$ cat config.mk
export PLATFORM = sky130hd
export DESIGN_NAME = egress_arbiter
export DESIGN_NICKNAME = d
export VERILOG_FILES = /design/src/rtl/egress_arbiter.sv
export SDC_FILE = /design/constraint.sdc
export NUM_CORES = 1
export LEC_CHECK = 0
export ABC_AREA = 1
export CORE_MARGIN = 3
export CORE_UTILIZATION = 39
export CTS_CLUSTER_DIAMETER = 100
export DETAILED_ROUTE_END_ITERATION = 7
export PLACE_DENSITY = 0.77
export SYNTH_ARGS = -nofsm -noshare
export SYNTH_HDL_FRONTEND = slang
export SYNTH_SLANG_ARGS = --single-unit
$ cat constraint.sdc
create_clock -name clk -period 2.15 [get_ports clk]
set_input_delay 0.3225 -clock clk [delete_from_list [all_inputs] [get_ports clk]]
set_output_delay 0.3225 -clock clk [all_outputs]
set_load 0.03 [all_outputs]
$ cat src/rtl/egress_arbiter.sv
// Egress arbiter: round-robin selection among ingress FIFOs whose head packet
// targets this output port, then pop, load and hold the packet until accepted.
package packet_pkg;
   localparam int PACKET_WIDTH = 16;
endpackage

module egress_arbiter
   import packet_pkg::*;
#(
   parameter  int NUM_PORTS = 4,
   parameter  int PORT_ID   = 0,
   localparam int HDR_W     = PACKET_WIDTH / 2,
   localparam int GW        = (NUM_PORTS > 1) ? $clog2(NUM_PORTS) : 1
) (
   input  logic                                   clk,
   input  logic                                   rst_n,
   input  logic [NUM_PORTS-1:0][HDR_W-1:0]        hdr_in,
   input  logic [NUM_PORTS-1:0]                   fifo_empty_in,
   input  logic [NUM_PORTS-1:0][PACKET_WIDTH-1:0] fifo_data_in,
   output logic [NUM_PORTS-1:0]                   rd_en_out,
   output logic [PACKET_WIDTH-1:0]                out_data,
   output logic                                   out_valid,
   input  logic                                   out_ready,
   output logic [GW-1:0]                          grant_id,
   output logic                                   busy,
   output logic [15:0]                            pkt_count
);

   typedef enum logic [1:0] {IDLE, POP, LOAD, SEND} state_t;

   localparam logic [1:0] DEST = 2'(PORT_ID);

   state_t                    r_state;
   logic [NUM_PORTS-1:0]      r_rd_en;
   logic [PACKET_WIDTH-1:0]   r_out_data;
   logic                      r_out_valid;
   logic [GW-1:0]             r_grant;
   logic [GW-1:0]             r_last_grant;
   logic [15:0]               r_pkt_count;

   logic [NUM_PORTS-1:0]      w_req;
   logic                      w_found;
   logic [GW-1:0]             w_pick;
   logic                      w_hdr_unused;

   // Only the destination field takes part in arbitration.
   assign w_hdr_unused = ^hdr_in;

   always_comb begin
      w_req = '0;
      for (int i = 0; i < NUM_PORTS; i++) begin
         w_req[i] = !fifo_empty_in[i] && (hdr_in[i][3:2] == DEST);
      end
   end

   // Search starts just after the last served FIFO and wraps around.
   always_comb begin
      int            v_idx;
      logic [GW-1:0] v_sel;
      w_found = 1'b0;
      w_pick  = '0;
      v_idx   = 0;
      v_sel   = '0;
      for (int k = 1; k <= NUM_PORTS; k++) begin
         v_idx = int'(r_last_grant) + k;
         if (v_idx >= NUM_PORTS) begin
            v_idx = v_idx - NUM_PORTS;
         end
         v_sel = GW'(v_idx);
         if (!w_found && w_req[v_sel]) begin
            w_found = 1'b1;
            w_pick  = v_sel;
         end
      end
   end

   always_ff @(posedge clk or negedge rst_n) begin
      if (!rst_n) begin
         r_state      <= IDLE;
         r_rd_en      <= '0;
         r_out_data   <= '0;
         r_out_valid  <= 1'b0;
         r_grant      <= '0;
         r_last_grant <= GW'(NUM_PORTS - 1);
         r_pkt_count  <= '0;
      end else begin
         case (r_state)
            IDLE: begin
               if (w_found) begin
                  r_grant <= w_pick;
                  r_rd_en <= NUM_PORTS'(1) << w_pick;
                  r_state <= POP;
               end
            end
            POP: begin
               r_rd_en <= '0;
               r_state <= LOAD;
            end
            // FIFO read data is registered, so it is valid one cycle after the pop.
            LOAD: begin
               r_out_data  <= fifo_data_in[r_grant];
               r_out_valid <= 1'b1;
               r_state     <= SEND;
            end
            SEND: begin
               if (out_ready) begin
                  r_out_valid  <= 1'b0;
                  r_last_grant <= r_grant;
                  r_pkt_count  <= r_pkt_count + 16'd1;
                  r_state      <= IDLE;
               end
            end
            default: r_state <= IDLE;
         endcase
      end
   end

   assign rd_en_out = r_rd_en;
   assign out_data  = r_out_data;
   assign out_valid = r_out_valid;
   assign grant_id  = r_grant;
   assign busy      = (r_state != IDLE);
   assign pkt_count = r_pkt_count;

endmodule

==> results of run 1 <==
==> state kept, by name, indices dropped and copies added, names as in the netlist <==
name and cells:
pkt_count 16, r_last_grant 2, r_state 2, rd_en_out 4
out_data 16, grant_id 2, out_valid 1
==> routing by layer <==
metal | track usage | wire, µm | share of wire
met1 | 0.226 | 2870 | 0.40
met4 | 0.0572 | 110 | 0.015
met5 | 0 | 0 | 0
met2 | 0.340 | 3530 | 0.50
met3 | 0.0489 | 596 | 0.084
==> worst paths after layout <==
path                                             start                         to  slack (ps)  depth (start not counted)
setup / recovery               grant_id[1]$_DFFE_PN0P_                grant_id[1]         170                          1
hold / removal                                   rst_n   pkt_count[5]$_DFFE_PN0P_          20                          1
setup reg to reg           r_last_grant[0]$_DFFE_PN1P_   rd_en_out[3]$_DFFE_PN0P_         340                         10
hold reg to reg              pkt_count[15]$_DFFE_PN0P_  pkt_count[15]$_DFFE_PN0P_         470                          1
max in group asynchronous                        rst_n   rd_en_out[3]$_DFFE_PN0P_        1480                          2
min in group clk             pkt_count[15]$_DFFE_PN0P_  pkt_count[15]$_DFFE_PN0P_         470                          1
==> stage by stage <==
stage	utilization	cells	hold slack (ps)	area, µm²	setup WS (ps)
after global placement	0.600	541	376	3850	195
after CTS	0.615	549	40.4	3950	5.77
after detailed placement	0.600	541	373	3850	171
final	0.615	549	19.5	3950	174
after global routing	0.615	549	73.6	3950	113
after floorplan	-	356	26.9	2610	415
==> power breakdown <==
group | total [mW] | internal [mW] | switching, mW
sequential | 1.34 | 1.09 | 0.248
combinational | 2.65 | 1.05 | 1.60
clock | 0.526 | 0.232 | 0.293
total | 4.52 | 2.38 | 2.14
==> logic make-up after synthesis <==
family	Yosys count	share of synthesized area
buf+inv	36	0.0561
fa+ha+maj	6	0.0288
xor+xnor	15	0.0504
flops	43	0.413
compound gates	57	0.117
simple gates	199	0.334
==> cells in the final DEF, fill, tap and decap left out, types with 3 or more instances in the layout <==
| cell | instances |
|---|---|
| xor2_1 | 5 |
| inv_2 | 4 |
| nor2_1 | 94 |
| clkdlybuf4s50_1 | 115 |
| nand3_2 | 3 |
| nand4_1 | 5 |
| a31oi_1 | 16 |
| nand2_2 | 4 |
| o21ai_0 | 32 |
| inv_1 | 13 |
| clkbuf_8 | 5 |
| dfrtp_1 | 41 |
| nand3_1 | 31 |
| buf_4 | 7 |
| o21ai_1 | 7 |
| nor2_2 | 4 |
| ha_1 | 6 |
| nand2_1 | 52 |
| xnor2_1 | 10 |
==> cell usage after synthesis (5+ instances only) <==
cell / instances
xor2_1: 5
nand3_1: 31
dfrtp_1: 41
nand2_1: 52
a31oi_1: 16
inv_1: 13
nor2_1: 94
ha_1: 6
clkbuf_1: 12
o21ai_0: 32
o21ai_1: 7
xnor2_1: 10
nand4_1: 5
==> layout make-up <==
cell class	instances	area share
clock buffers	5	0.0174
clock inverters	3	0.00602
inverters	20	0.0196
multi-input cells	277	0.350
flip-flops and latches	43	0.273
well taps	77	0.0244
repair buffers	124	0.309
==> impl_metrics.csv, run 1 <==
group,metric,value,unit
run_status,outcome,"finished clean",
synth,synth_area_leader_cell,"dfrtp_1",
sta,tightest_slew,604,ps
synth,synth.ff_latch_count,43,
global_routing,grt_pass1_vias,2670,
drt,firstDrtPassIters,4,
drt,drt_iter0_drc,128,
floorplan,core.rowCount,29,
cells_and_area,multi_input_area,1380,µm²
worst_setup_path,cp.required,1830,ps
worst_setup_path,slowest_delay,750,ps
sta,hold_viol_final,0,
floorplan,core,6420,µm²
worst_setup_path,end_kind,"primary output",
cells_and_area,area_delta_synth_final,51.4,%
global_routing,grt_overflow,0,
sta,fin_skew,7.15,ps
cells_and_area,fillers,572,
sta,fin_crit_sh,0.919,
floorplan,die_h,87.8,µm
global_routing,grt_use_total,0.191,
floorplan,die_area,7710,µm²
floorplan,start_util,0.406,
synth,syn_area_per_cell,7.33,µm²
cells_and_area,final-seq-area,1080,µm²
placed_design,portBuffers,118,
synth,ys_types,30,
sta,relSlewSlack,0.598,
synth,synth-async-reset-ratio,1.00,
sta,rsz0062_at_grt,"no",
worst_setup_path,critical_path_class,"reg2out",
sta,maxSlewViolCount,0,
hold_path,hold_path_class,"in2async",
cts,clock_latency,300,ps
sta,fmax,506,MHz
worst_setup_path,cp_max_fo,12,
sta,tns,0,ps
cts,post_cts_resize_count,0,
worst_setup_path,cp_cell_sequence,"clkdlybuf4s50_1",
floorplan,dieWidth,87.8,µm
synth,yosysWarnings,0,
cells_and_area,diodes,0,
synth,synthFlopType,"dfrtp_1",
drt,drc,0,
cts,clock-root-buffer,"clkbuf_8",
power_and_ir_drop,peakVddDrop,0.501,mV
cts,clock_path_buffers,2,
flow_run,drv_cap,0,
drt,detail_route.wl_per_cell,13.0,µm
global_routing,grt_pass1_wl,11800,µm
synth,synthesis.nets,465,
synth,synth_top_area_frac,0.393,
sta,report.final.setup_viol,0,
synth,syn_area,2610,µm²
cts,clkTransAtPathRegs,90,ps
power_and_ir_drop,p_leak,1.78,nW
drt,totalWireLength,7110,µm
cts,cts_tree,"done",
global_routing,antenna_found_initial,0,
global_routing,grt_max_degree,34,
cells_and_area,layout-drive-gt1-share,0.0847,
worst_setup_path,cp_top_family,"buffers and inverters",
synth,yosysSeqAreaShare,0.413,
cts,numClockSinks,43,
cts,htree_levels,2,
drt,ant_nets,0,
cts,hold_buffers,0,
synth,synth_edf_count,0,
drt,vias,2678,
worst_setup_path,crit_path_start_kind,"flip-flop",
worst_setup_path,critPathBufInv,1,
placed_design,hpwl,5660,µm
cts,cts_inserted_buffers,5,
cts,cts_setup_buffers,0,
synth,synthCells,356,
sta,fin_crit,1980,ps
placed_design,routabilityCongestion,0.873,
power_and_ir_drop,power_density,1140,nW/µm²
cells_and_area,nets,580,
power_and_ir_drop,power,4.52,mW
synth,synthTopCellsByArea,"dfrtp_1 (39%), nor2_1 (14%), nand2_1 (7.5%), o21ai_0 (6.1%), nand3_1 (5.9%)",
worst_setup_path,slowest_stage,"clkdlybuf4s50_1",
worst_setup_path,arrival,1650,ps
drt,avgViaCountPerCell,4.88,
floorplan,io_pins,143,
(Power assumes the default switching activity.)
==> run 2: changes to the inputs <==
--- a/config.mk
+++ b/config.mk
@@ -10,7 +10,7 @@
 export CORE_UTILIZATION = 39
 export CTS_CLUSTER_DIAMETER = 100
 export DETAILED_ROUTE_END_ITERATION = 7
-export PLACE_DENSITY = 0.77
+export PLACE_DENSITY = 0.82
 export SYNTH_ARGS = -nofsm -noshare
 export SYNTH_HDL_FRONTEND = slang
 export SYNTH_SLANG_ARGS = --single-unit
==> run 2 against run 1 <==
Critical path type unchanged. Global-route usage fell by 0.31 points. Worst setup slack improved by 39 ps. First-iteration DRC count rose by 23%. Fmax rose by 2.0%. Sequential cell count did not move. Critical endpoint unchanged. Via count rose by 1.7%. Count of clock-buffer cells in the layout rose by 2. Worst hold slack got worse by 17 ps. Largest cell class unchanged. Cell area rose by 0.67%. Sequential power barely moved. Wire length rose by 0.14%. Combinational power barely moved.
==> impl_metrics.csv, run 2 (synthesized netlist as in run 1, its figures left out) <==
group,metric,value,unit
cells_and_area,final_cell_mix,"clkdlybuf4s50_1 (115), nor2_1 (94), nand2_1 (52)",
drt,drc,0,
worst_setup_path,end_kind,"primary output",
floorplan,die_h,87.8,µm
floorplan,start_util,0.406,
worst_setup_path,slowest_delay,760,ps
power_and_ir_drop,switchingPower,2.11,mW
global_routing,met1_usage,0.219,
worst_setup_path,cp_max_fo,10,
run_status,outcome,"finished clean",
global_routing,top_usage_layer,"met2",
cells_and_area,layout-drive-gt1-share,0.0805,
sta,rsz0062_at_grt,"no",
flow_run,drv_cap,0,
drt,drt_iter0_drc,158,
floorplan,core,6420,µm²
floorplan,die_area,7710,µm²
cts,clock_latency,280,ps
drt,firstDrtPassIters,6,
cells_and_area,area_delta_synth_final,52.4,%
power_and_ir_drop,internal_power,2.50,mW
cts,cts_setup_buffers,0,
global_routing,antenna_found_initial,0,
global_routing,grt_use_met3,0.0593,
worst_setup_path,slowest_stage,"clkdlybuf4s50_1",
cts,clock-root-buffer,"clkbuf_8",
placed_design,place_ws,66.3,ps
global_routing,globalRouteMet2Util,0.336,
drt,vias,2723,
worst_setup_path,cp_top_family,"buffers and inverters",
power_and_ir_drop,p_seq_frac,0.289,
sta,relSlewSlack,0.654,
sta,fin_crit,1940,ps
sta,maxSlewViolCount,0,
sta,fin_crit_sh,0.901,
power_and_ir_drop,power_density,1160,nW/µm²
sta,tns,0,ps
cells_and_area,layout_commonest_cell,"clkdlybuf4s50_1",
cts,clkTransAtPathRegs,80,ps
worst_setup_path,critical_path_class,"reg2out",
global_routing,grt_use_total,0.188,
global_routing,grt_max_degree,35,
sta,fin_skew,7.78,ps
placed_design,portBuffers,118,
floorplan,dieWidth,87.8,µm
global_routing,grt_pass1_vias,2595,
cts,htree_levels,2,
cts,numClockSinks,43,
cts,clock_path_buffers,2,
worst_setup_path,cp.required,1830,ps
placed_design,routabilityCongestion,0.841,
sta,finalWorstSetupSlack,213,ps
cts,cts_inserted_buffers,5,
cells_and_area,diodes,0,
power_and_ir_drop,p_leak,1.79,nW
global_routing,grt_pass1_wl,11600,µm
power_and_ir_drop,pwr-share-comb,0.580,
sta,hold_viol_final,0,
power_and_ir_drop,power,4.61,mW
hold_path,hold_path_class,"in2async",
sta,fmax,516,MHz
power_and_ir_drop,p_clk_frac,0.131,
worst_setup_path,cp_cell_sequence,"clkdlybuf4s50_1",
worst_setup_path,critPathBufInv,1,
global_routing,grt_overflow,0,
floorplan,io_pins,143,
sta,holdWs,2.66,ps
cells_and_area,finalNonFillerCells,549,
power_and_ir_drop,p_sw_frac,0.459,
worst_setup_path,crit_path_start_kind,"flip-flop",
power_and_ir_drop,peakVddDrop,0.522,mV
placed_design,hpwl,5640,µm
drt,avgViaCountPerCell,4.96,
placed_design,dp.cells,541,
worst_setup_path,arrival,1610,ps
cells_and_area,nets,580,
sta,report.final.setup_viol,0,
cts,cts_tree,"done",
drt,detail_route.wl_per_cell,13.0,µm
sta,tightest_slew,515,ps
floorplan,core.rowCount,29,
drt,ant_nets,0,
drt,totalWireLength,7120,µm
-- run 2: cell count changes in the layout (fill, tap and decap cells not counted) --
cell,previous run,this run
inv_6,1,0
clkbuf_1,0,2
buf_12,0,1
clkinvlp_4,2,0
bufinv_16,0,1
buf_4,7,6
-- run 2: through the flow --
step           area (µm²)   util
3_3_place_gp         3870  0.602
2_1_floorplan        2610      -
5_1_grt              3980  0.619
4_1_cts              3970  0.619
3_5_place_dp         3870  0.602
6_report             3980  0.619
-- run 2: final timing paths --
| check | from | to | slack (ps) | depth (start not counted) |
|---|---|---|---|---|
| max | grant_id[1]$_DFFE_PN0P_ | grant_id[1] | 210 | 1 |
| min | rst_n | pkt_count[5]$_DFFE_PN0P_ | 3 | 1 |
| max reg2reg | r_last_grant[0]$_DFFE_PN1P_ | rd_en_out[2]$_DFFE_PN0P_ | 300 | 9 |
| max in group asynchronous | rst_n | out_data[15]$_DFFE_PN0P_ | 1650 | 2 |
| min in group clk | pkt_count[14]$_DFFE_PN0P_ | pkt_count[14]$_DFFE_PN0P_ | 500 | 1 |
| min reg2reg | pkt_count[14]$_DFFE_PN0P_ | pkt_count[14]$_DFFE_PN0P_ | 500 | 1 |
-- run 2: power by group through the flow --
stage / Combinational, mW / Sequential [mW] / Clock [mW]
after floorplan: 1.34 / 1.72 / 0
after global placement: 2.64 / 1.33 / 0
after detailed placement: 2.69 / 1.34 / 0
after CTS: 2.70 / 1.33 / 0.613
after global routing: 2.96 / 1.38 / 0.646
final: 2.67 / 1.33 / 0.604
-- run 2: metal layers --
metal | vias to the layer above | wire length (µm)
met5 | - | 0
met4 | 0 | 72
met3 | 8 | 547
met2 | 87 | 3600
met1 | 1236 | 2900
li1 | 1392 | -
-- run 2: final cells by class --
| type | instances | area (µm²) |
|---|---|---|
| Fill cell | 587 | 2450 |
| Clock buffer | 7 | 76.3 |
| Sequential cell | 43 | 1080 |
| Clock inverter | 1 | 30.0 |
| Tap cell | 77 | 96.3 |
| Timing Repair Buffer | 124 | 1230 |
| Inverter | 20 | 77.6 |
| Multi-Input combinational cell | 277 | 1380 |
-- run 2: worst reg2reg max path, stage by stage (launching register included) --
cell and delay (ps):
dfstp_2 660, inv_2 130, nand3_1 170, nand3_1 110
nand2_1 150, nand3_2 130, o21ai_1 130, nand2_1 110
nand3_1 100, nand2_1 50
-- run 2: what timing repair did --
item	in CTS	in global routing
hold buffers	0	0
resized for setup	0	1
endpoints found under the hold margin	0	0
setup endpoints to repair	0	1
==> run 3: changes to the inputs <==
--- a/config.mk
+++ b/config.mk
@@ -6,9 +6,10 @@
 export NUM_CORES = 1
 export LEC_CHECK = 0
 export ABC_AREA = 1
+export ABC_CLOCK_PERIOD_IN_PS = 2150
 export CORE_MARGIN = 3
 export CORE_UTILIZATION = 39
-export CTS_CLUSTER_DIAMETER = 100
+export CTS_CLUSTER_DIAMETER = 40
 export DETAILED_ROUTE_END_ITERATION = 7
 export PLACE_DENSITY = 0.82
 export SYNTH_ARGS = -nofsm -noshare
==> results of run 3 <==
Final layout, timing and power as in run 2 (identical DEF).
